[config.mk]
export PLATFORM = sky130hd
export DESIGN_NAME = score_sequencer_flat
export DESIGN_NICKNAME = d
export VERILOG_FILES = /design/src/rtl/music_pkg.sv /design/src/rtl/score_sequencer_if.sv /design/src/rtl/score_sequencer.sv /design/src/flat_wrapper.sv
export SDC_FILE = /design/constraint.sdc
export NUM_CORES = 1
export LEC_CHECK = 0
export BUFFER_PORTS_ARGS = -buffer_cell sky130_fd_sc_hd__clkbuf_2
export CAP_MARGIN = 5
export CORE_ASPECT_RATIO = 1.25
export CORE_UTILIZATION = 52
export DETAILED_ROUTE_END_ITERATION = 16
export PLACE_DENSITY = 0.75
export SETUP_SLACK_MARGIN = 0.3
export SLEW_MARGIN = 40
export SYNTH_ARGS = -nofsm -noshare
export SYNTH_HDL_FRONTEND = slang
export SYNTH_SLANG_ARGS = --single-unit
[constraint.sdc]
create_clock -name clk -period 2.1 [get_ports clk]
set_input_delay 0.42 -clock clk [delete_from_list [all_inputs] [get_ports clk]]
set_output_delay 0.42 -clock clk [all_outputs]
set_load 0.01 [all_outputs]
[src/rtl/music_pkg.sv]
// Shared music-player definitions: sequencer states, score ROM word layout and field codes.
// Used by score_sequencer (SCORE_SEQUENCER_LOOP_EN selects looping playback there).
package music_pkg;

    localparam int unsigned SEQ_ADDR_BITS = 6;
    localparam int unsigned SEQ_NOTE_BITS = 5;
    localparam int unsigned SEQ_DUR_BITS  = 4;

    // ROM word is {note, dur}, note in the MSBs
    localparam int unsigned DUR_LSB   = 0;
    localparam int unsigned NOTE_LSB  = DUR_LSB + SEQ_DUR_BITS;
    localparam int unsigned WORD_BITS = SEQ_NOTE_BITS + SEQ_DUR_BITS;

    localparam logic [SEQ_NOTE_BITS-1:0] NOTE_REST = '0;
    localparam logic [SEQ_DUR_BITS-1:0]  DUR_END   = '0;

    typedef enum logic [2:0] {
        StIdle,
        StFetch,
        StLoad,
        StHold,
        StDone
    } seq_state_e;

endpackage

[src/rtl/score_sequencer_if.sv]
// Beat/control inputs, score ROM port and note outputs of the score sequencer.
// Widths default to the music_pkg score layout.
interface score_sequencer_if #(
    parameter int unsigned ADDR_BITS = music_pkg::SEQ_ADDR_BITS,
    parameter int unsigned NOTE_BITS = music_pkg::SEQ_NOTE_BITS,
    parameter int unsigned DUR_BITS  = music_pkg::SEQ_DUR_BITS
);

    logic                          beat;
    logic                          play;
    logic                          restart;
    logic [ADDR_BITS-1:0]          rom_addr;
    logic [NOTE_BITS+DUR_BITS-1:0] rom_data;
    logic [NOTE_BITS-1:0]          note;
    logic                          note_valid;
    logic                          busy;
    logic                          done;

    modport master (
        output beat, play, restart, rom_data,
        input  rom_addr, note, note_valid, busy, done
    );

    modport slave (
        input  beat, play, restart, rom_data,
        output rom_addr, note, note_valid, busy, done
    );

endinterface

[src/rtl/score_sequencer.sv]
// Steps through a score ROM on beat pulses, holding each note for its encoded beat count.
// Define SCORE_SEQUENCER_LOOP_EN to restart from address 0 at end-of-score instead of stopping.
module score_sequencer
    import music_pkg::*;
#(
    parameter int unsigned ADDR_BITS = SEQ_ADDR_BITS,
    parameter int unsigned NOTE_BITS = SEQ_NOTE_BITS,
    parameter int unsigned DUR_BITS  = SEQ_DUR_BITS
) (
    input  logic              clk,
    input  logic              rst_n,
    score_sequencer_if.slave  bus
);

`ifdef SCORE_SEQUENCER_LOOP_EN
    localparam seq_state_e EndState = StFetch;
`else
    localparam seq_state_e EndState = StDone;
`endif

    seq_state_e           state_q, state_d;
    logic [ADDR_BITS-1:0] addr_q, addr_d;
    logic [DUR_BITS-1:0]  cnt_q, cnt_d;
    logic [NOTE_BITS-1:0] note_q, note_d;
    logic                 valid_q, valid_d;
    logic                 done_q, done_d;
    logic                 busy_q, busy_d;

    logic [NOTE_BITS-1:0] data_note;
    logic [DUR_BITS-1:0]  data_dur;
    logic                 data_end;
    logic                 last_addr;
    logic                 terminal;
    logic                 eos;

    assign data_note = bus.rom_data[DUR_LSB + DUR_BITS +: NOTE_BITS];
    assign data_dur  = bus.rom_data[DUR_LSB +: DUR_BITS];
    assign data_end  = (data_dur == DUR_BITS'(DUR_END));
    assign last_addr = &addr_q;
    // beat_cnt never drops below 1, so a count of 1 (or the cleared 0) marks the last beat
    assign terminal  = bus.beat && bus.play && (cnt_q <= DUR_BITS'(1));

    always_ff @(posedge clk or negedge rst_n) begin
        if (!rst_n) begin
            state_q <= StIdle;
            addr_q  <= '0;
            cnt_q   <= '0;
            note_q  <= '0;
            valid_q <= 1'b0;
            done_q  <= 1'b0;
            busy_q  <= 1'b0;
        end else begin
            state_q <= state_d;
            addr_q  <= addr_d;
            cnt_q   <= cnt_d;
            note_q  <= note_d;
            valid_q <= valid_d;
            done_q  <= done_d;
            busy_q  <= busy_d;
        end
    end

    always_comb begin
        state_d = state_q;
        if (bus.restart) begin
            state_d = bus.play ? StFetch : StIdle;
        end else begin
            unique case (state_q)
                StIdle:  if (bus.play) state_d = StFetch;
                StFetch: state_d = StLoad;
                StLoad:  state_d = data_end ? EndState : StHold;
                StHold:  if (terminal) state_d = last_addr ? EndState : StFetch;
                StDone:  state_d = StDone;
                default: state_d = StIdle;
            endcase
        end
    end

    always_comb begin
        addr_d  = addr_q;
        cnt_d   = cnt_q;
        note_d  = note_q;
        valid_d = valid_q;
        done_d  = 1'b0;
        eos     = 1'b0;
        if (bus.restart) begin
            addr_d  = '0;
            cnt_d   = '0;
            valid_d = 1'b0;
        end else begin
            unique case (state_q)
                StLoad: begin
                    if (data_end) begin
                        eos = 1'b1;
                    end else begin
                        note_d  = data_note;
                        cnt_d   = data_dur;
                        valid_d = bus.play && (data_note != NOTE_BITS'(NOTE_REST));
                    end
                end
                StHold: begin
                    if (!bus.play) begin
                        valid_d = 1'b0;
                    end else begin
                        valid_d = (note_q != NOTE_BITS'(NOTE_REST));
                        if (bus.beat) begin
                            if (!terminal) begin
                                cnt_d = cnt_q - DUR_BITS'(1);
                            end else if (last_addr) begin
                                eos = 1'b1;
                            end else begin
                                addr_d = addr_q + ADDR_BITS'(1);
                            end
                        end
                    end
                end
                default: ;
            endcase
        end
        if (eos) begin
            done_d  = 1'b1;
            valid_d = 1'b0;
`ifdef SCORE_SEQUENCER_LOOP_EN
            addr_d  = '0;
`endif
        end
        busy_d = (state_d != StIdle) && (state_d != StDone);
    end

    assign bus.rom_addr   = addr_q;
    assign bus.note       = note_q;
    assign bus.note_valid = valid_q;
    assign bus.busy       = busy_q;
    assign bus.done       = done_q;

endmodule

[src/flat_wrapper.sv]
// flat-port wrapper written by rule: the top's interface ports become plain ports
module score_sequencer_flat import music_pkg::*;
#(
    parameter int unsigned ADDR_BITS = SEQ_ADDR_BITS,
    parameter int unsigned NOTE_BITS = SEQ_NOTE_BITS,
    parameter int unsigned DUR_BITS  = SEQ_DUR_BITS
)
  (clk, rst_n, bus_beat, bus_play, bus_restart, bus_rom_data, bus_rom_addr, bus_note, bus_note_valid, bus_busy, bus_done);
  score_sequencer_if #(.ADDR_BITS(ADDR_BITS), .NOTE_BITS(NOTE_BITS), .DUR_BITS(DUR_BITS)) bus_i ();
  input  logic clk;
  input  logic rst_n;
  input wire logic [$bits(bus_i.beat)-1:0] bus_beat;
  input wire logic [$bits(bus_i.play)-1:0] bus_play;
  input wire logic [$bits(bus_i.restart)-1:0] bus_restart;
  input wire logic [$bits(bus_i.rom_data)-1:0] bus_rom_data;
  output wire logic [$bits(bus_i.rom_addr)-1:0] bus_rom_addr;
  output wire logic [$bits(bus_i.note)-1:0] bus_note;
  output wire logic [$bits(bus_i.note_valid)-1:0] bus_note_valid;
  output wire logic [$bits(bus_i.busy)-1:0] bus_busy;
  output wire logic [$bits(bus_i.done)-1:0] bus_done;
  assign bus_i.beat = bus_beat;
  assign bus_i.play = bus_play;
  assign bus_i.restart = bus_restart;
  assign bus_i.rom_data = bus_rom_data;
  assign bus_rom_addr = bus_i.rom_addr;
  assign bus_note = bus_i.note;
  assign bus_note_valid = bus_i.note_valid;
  assign bus_busy = bus_i.busy;
  assign bus_done = bus_i.done;
  score_sequencer #(.ADDR_BITS(ADDR_BITS), .NOTE_BITS(NOTE_BITS), .DUR_BITS(DUR_BITS)) u_core (.clk(clk), .rst_n(rst_n), .bus(bus_i));
endmodule
======== After elaboration in Yosys (flattened, before gate mapping) ========
Index checks and enable logic that the tools add are counted.
word-level totals
  flip-flop bits (word level) ............. 21
  bits in latches ......................... 0
  bits in writable memories ............... 0
  memory bits (read-only) ................. 0
  input port bits ......................... 14
  output and inout bits ................... 14
  word-level logic and storage cells ...... 75
  memories ................................ 0
cells by class
  add/subtract/negate cells ............... 2
  multiply operators ...................... 0
  div/mod/pow operators ................... 0
  order comparisons ....................... 1
  equal/unequal tests ..................... 11
  shift operators ......................... 0
  muxes and demuxes ....................... 32
  bitwise logic cells ..................... 2
  reductions and logical operators ........ 20
operator list
  cell                   number
  $mux W6                6
  $mux W4                5
  $mux W3                5
  $ne A3 B3 Y1 const B   5
  $pmux W3 S5            1
  $mux W1                12
  $reduce_and A5 Y1      2
  $reduce_bool A5 Y1     2
  $pmux W4 S2            1
  $reduce_bool A2 Y1     4
  $add A6 B1 Y6 const B  1
  $eq A3 B2 Y1 const B   2
  $reduce_and A6 Y1      1
  $reduce_bool A3 Y1     2
  $le A4 B1 Y1 const B   1
  $logic_and A1 B1 Y1    4
  $logic_not A4 Y1       1
  $ne A4 B4 Y1 const B   1
  $pmux W1 S2            2
  $reduce_bool A4 Y1     1
  $sub A4 B1 Y4 const B  1
  $eq A3 B1 Y1 const B   1
  $eq A3 B3 Y1 const B   1
  $logic_not A3 Y1       1
  other kinds (4)        5

======== Longest topological paths before layout ========
  depth in word-level cells ............... 9
  gate-level depth with buffers ........... 7
  gate-level depth less buffers ........... 6

======== Worst setup path before layout ========
OpenSTA, ideal clock, no wires.
  path type ............................... register to register
  start ................................... register u_core.cnt_q[0]
  end ..................................... register u_core.addr_q[5] (netlist: u_core.bus.rom_addr[5])
  library setup time ...................... 78 ps
  arrival time ............................ 1,820 ps
  data required time ...................... 2,022 ps
  slack ................................... 202 ps
  cell stages (with the launch flop) ...... 8
  buffers on the path ..................... 1
  clock period less this slack ............ 1,898 ps
  cells stage by stage .................... dfrtp_1 -> inv_1 -> ha_1 -> nor2_1 -> or4_4 -> buf_6 -> or3_1 -> a21oi_1
between the ends
  word-level cells in the longest chain between the ends .. 4
RTL lines
  element                              line                   RTL
  start: declaration                   score_sequencer.sv:23  logic [DUR_BITS-1:0] cnt_q, cnt_d;
  start signal: assignment             score_sequencer.sv:55  cnt_q <= cnt_d;
  $le A4 B1 Y1                         score_sequencer.sv:41  assign terminal = bus.beat && bus.play && (cnt_q <= DUR_BITS'(1));
  $logic_and A1 B1 Y1                  score_sequencer.sv:41
  $reduce_bool A2 Y1 (no source line)  n/a
  $reduce_and A5 Y1 (no source line)   n/a
  end signal: assignment               score_sequencer.sv:54  addr_q <= addr_d;
  end: declaration                     score_sequencer.sv:22  logic [ADDR_BITS-1:0] addr_q, addr_d;
No other way between the ends.
A chain may end at the register's enable or synchronous reset.

======== Worst setup path after layout ========
  start ................................... register u_core.cnt_q[2]
  end ..................................... register u_core.addr_q[3] (netlist: u_core.bus.rom_addr[3])
The elaborated chain is that of the path after synthesis.

==> impl_metrics.csv <==
group,metric,value,unit
drt,drtIter0Drc,15,
cts,tritoncts,"yes",
drt,remaining_drc_errors,0,
flow_run,max-cap-violations,0,
sta,finalSetupTns,0,ps
setup_path,critPathBufInv,0,
pwr,power_density,672,mW/mm2
setup_path,cp.arrival,2130,ps
logic_synthesis,synthCells,124,
logic_synthesis,synth_top_cell_by_area,"dfrtp_1",
cts,clk_latency,300,ps
pwr,ir_worst_vdd,0.693,mV
final_layout,fin_cells,192,
floorplanning,io_pins,28,
sta,rsz0062_at_grt,"true",
global_routing,overflow,0,
global_routing,grt_usage,25.8,%
place,dp_hpwl,2.00,mm
sta,slew_violations,0,
pwr,leakage,0.673,nW
logic_synthesis,yosys_warnings,0,
floorplanning,die_h,55.5,um
setup_path,cp_top_family,"simple AND/OR/NAND/NOR gates",
sta,fmax,528,MHz
cts,path_clk_slew,120,ps
floorplanning,num_rows,19,
cts,numCtsBuffers,3,
sta,period_share,90.2,%
place,routabilityCongestion,0.881,
cts,clk_path_buf_depth,2,
global_routing,grt_pass1_vias,1153,
floorplanning,core,0.00219,mm2
global_routing,grt_pass1_wl,4.88,mm
final_layout,diodes,0,
sta,slew_headroom,64.6,%
cts,cts.sinks,21,
logic_synthesis,netlist.area_leader.share,44.2,%
final_layout,drive_above_1_share,39.8,%
sta,setup_viol,0,
place,post-place-cells,182,
sta,worstMarginPinSlew,532,ps
global_routing,grt_antenna_before_repair,0,
logic_synthesis,ys_seq_area_share,44.2,%
sta,final.min_clock_period,1890,ps
logic_synthesis,syn_avg_cell_area,9.59,um2
drt,ant_nets,0,
pwr,power,1.01,mW
setup_path,required,2340,ps
status,status,"finished, final reports clean",
logic_synthesis,yosysUniqueCellTypes,37,
cts,root_buffer,"clkbuf_4",
logic_synthesis,synth_nets,141,
floorplanning,die_area,0.00248,mm2
final_layout,syn_to_final_growth,25.9,%
setup_path,timing_worst_setup_path_type,"flop to flop",
logic_synthesis,syn-cell-area,0.00119,mm2
setup_path,crit_fanout,6,
floorplanning,die_x,44.8,um
worst_hold_path,hold_class,"input port to async pin",
logic_synthesis,synthTopCellsByArea,"dfrtp_1 (44%), a21oi_1 (5.9%), mux2_2 (5.7%)",
final_layout,nets,179,
sta,clock_skew,5.87,ps
setup_path,timing.critical_path.cells,"or2_4 -> or4_4 -> or4_1 -> a21oi_1",
drt,wirelength,2.78,mm
setup_path,slowest_stage,"or4_4",
setup_path,critPathMaxStageDelay,580,ps
floorplanning,start_util,54.3,%
place,port-buffer-count,27,
cts,h-tree-depth,1,
drt,vias_per_cell,5.83,
drt,wl_per_cell,14.5,um
drt,drt_pass1_iterations,4,
sta,hold_viol,0,
logic_synthesis,ys_ff_latch,21,
global_routing,grt_max_degree,22,
setup_path,startpoint_type,"flop",
setup_path,cp-end-kind,"flop",
drt,vias,1120,
layer usage:
layer  GRT usage, %  routed length (um)  vias up
met2           47.7                1520       23
li1               -                   -      538
met1           30.8                1180      557
met5              0                   0        -
met3           2.94                  64        2
met4           5.63                  16        0
placed cells by master, fill, tap and decap left out, types with 4 or more instances in the layout:
master    count
nand2b_1      4
buf_4        10
dfrtp_1      20
nor4_1        5
inv_1         4
clkbuf_2     27
a21oi_1      12
nor2_1        4
or3_1         6
nor3_1        4
nand2_1       5
o21ai_0       5
mux2_2        6
cell families (layout without fill, tap and decap cells):
| group | after synthesis | count (layout) | synth area share [%] |
|---|---|---|---|
| and+or+nand+nor | 50 | 51 | 24.8 |
| AOI/OAI and AO/OA | 32 | 32 | 16.8 |
| DFF | 21 | 21 | 44.2 |
| buffers and inverters | 11 | 47 | 4.42 |
| muxes | 7 | 7 | 6.53 |
| adders and majority gates | 3 | 3 | 3.16 |
worst reg2reg max path: stages (launching register included):
cell and delay [ps]:
dfrtp_1 440, or2_4 280, or4_4 580, or4_1 410, a21oi_1 130
synth_stat cells (all sizes together):
| library cell | count |
|---|---|
| o21ai | 5 |
| nor2 | 7 |
| buf | 2 |
| inv | 6 |
| a22oi | 1 |
| or4 | 3 |
| nor3 | 4 |
| nor4 | 5 |
| dfrtp | 21 |
| or2 | 3 |
| a21bo | 1 |
| mux2i | 1 |
| nor3b | 2 |
| and2 | 1 |
| nand3b | 2 |
| nand2b | 4 |
| a41o | 1 |
| or2b | 1 |
| a211oi | 1 |
| ha | 3 |
| mux2 | 6 |
| nand3 | 3 |
| nor2b | 2 |
| or3b | 1 |
| clkbuf | 3 |
| a31oi | 1 |
| o21bai | 1 |
| or3 | 6 |
| and4 | 1 |
| a21oi | 14 |
| o31a | 1 |
| o31ai | 4 |
| nand2 | 5 |
| o32ai | 2 |
layout make-up:
type | count | area, um2
Fill cell | 182 | 691
Multi-Input combinational cell | 93 | 672
Sequential cell | 21 | 527
Timing Repair Buffer | 37 | 210
Tap cell | 31 | 38.8
Clock buffer | 4 | 26.3
Inverter | 6 | 22.5
metrics by stage:
step           hold WS (ps)  instance area [um2]  util (%)  setup slack [ps]
2_1_floorplan           124                 1220         -               255
3_3_place_gp            412                 1400      64.1               206
3_5_place_dp            427                 1400      64.1               159
4_1_cts                89.9                 1480      67.4               212
5_1_grt                 102                 1500      68.4               152
6_report               75.0                 1500      68.4               206
state kept, by name, indices dropped and copies added (netlist names):
name,cells
u_core.bus.busy,1
u_core.bus.done,1
u_core.bus.note,5
u_core.bus.note_valid,1
u_core.bus.rom_addr,6
u_core.cnt_q,4
u_core.state_q,3
path summary, 6_finish.rpt:
| path | start | endpoint | slack, ps | cells past startpoint |
|---|---|---|---|---|
| worst max-delay path | u_core.cnt_q[2] | u_core.bus.rom_addr[3] | 210 | 4 |
| worst min-delay path | rst_n | u_core.bus.rom_addr[3] | 70 | 1 |
| worst max register to register | u_core.cnt_q[2] | u_core.bus.rom_addr[3] | 210 | 4 |
| worst min register to register | u_core.bus.note[2] | u_core.bus.note[2] | 560 | 1 |
| max in group asynchronous | rst_n | u_core.cnt_q[0] | 1650 | 1 |
| min in group clk | bus_rom_data[8] | u_core.bus.note[4] | 360 | 2 |
where the power goes:
part	internal, mW	total (mW)	switching, mW
logic	0.148	0.296	0.148
registers	0.462	0.516	0.0542
clock network	0.0739	0.193	0.120
what timing repair did:
item | 4_1_cts | 5_1_grt
hold buffers | 0 | 0
resized for setup | 3 | 4
pin swaps | 2 | 0
buffers inserted | 4 | 1
endpoints found under the setup margin | 7 | 13
cloned | 1 | 0
No activity file was read; power rests on OpenSTA's default activity.
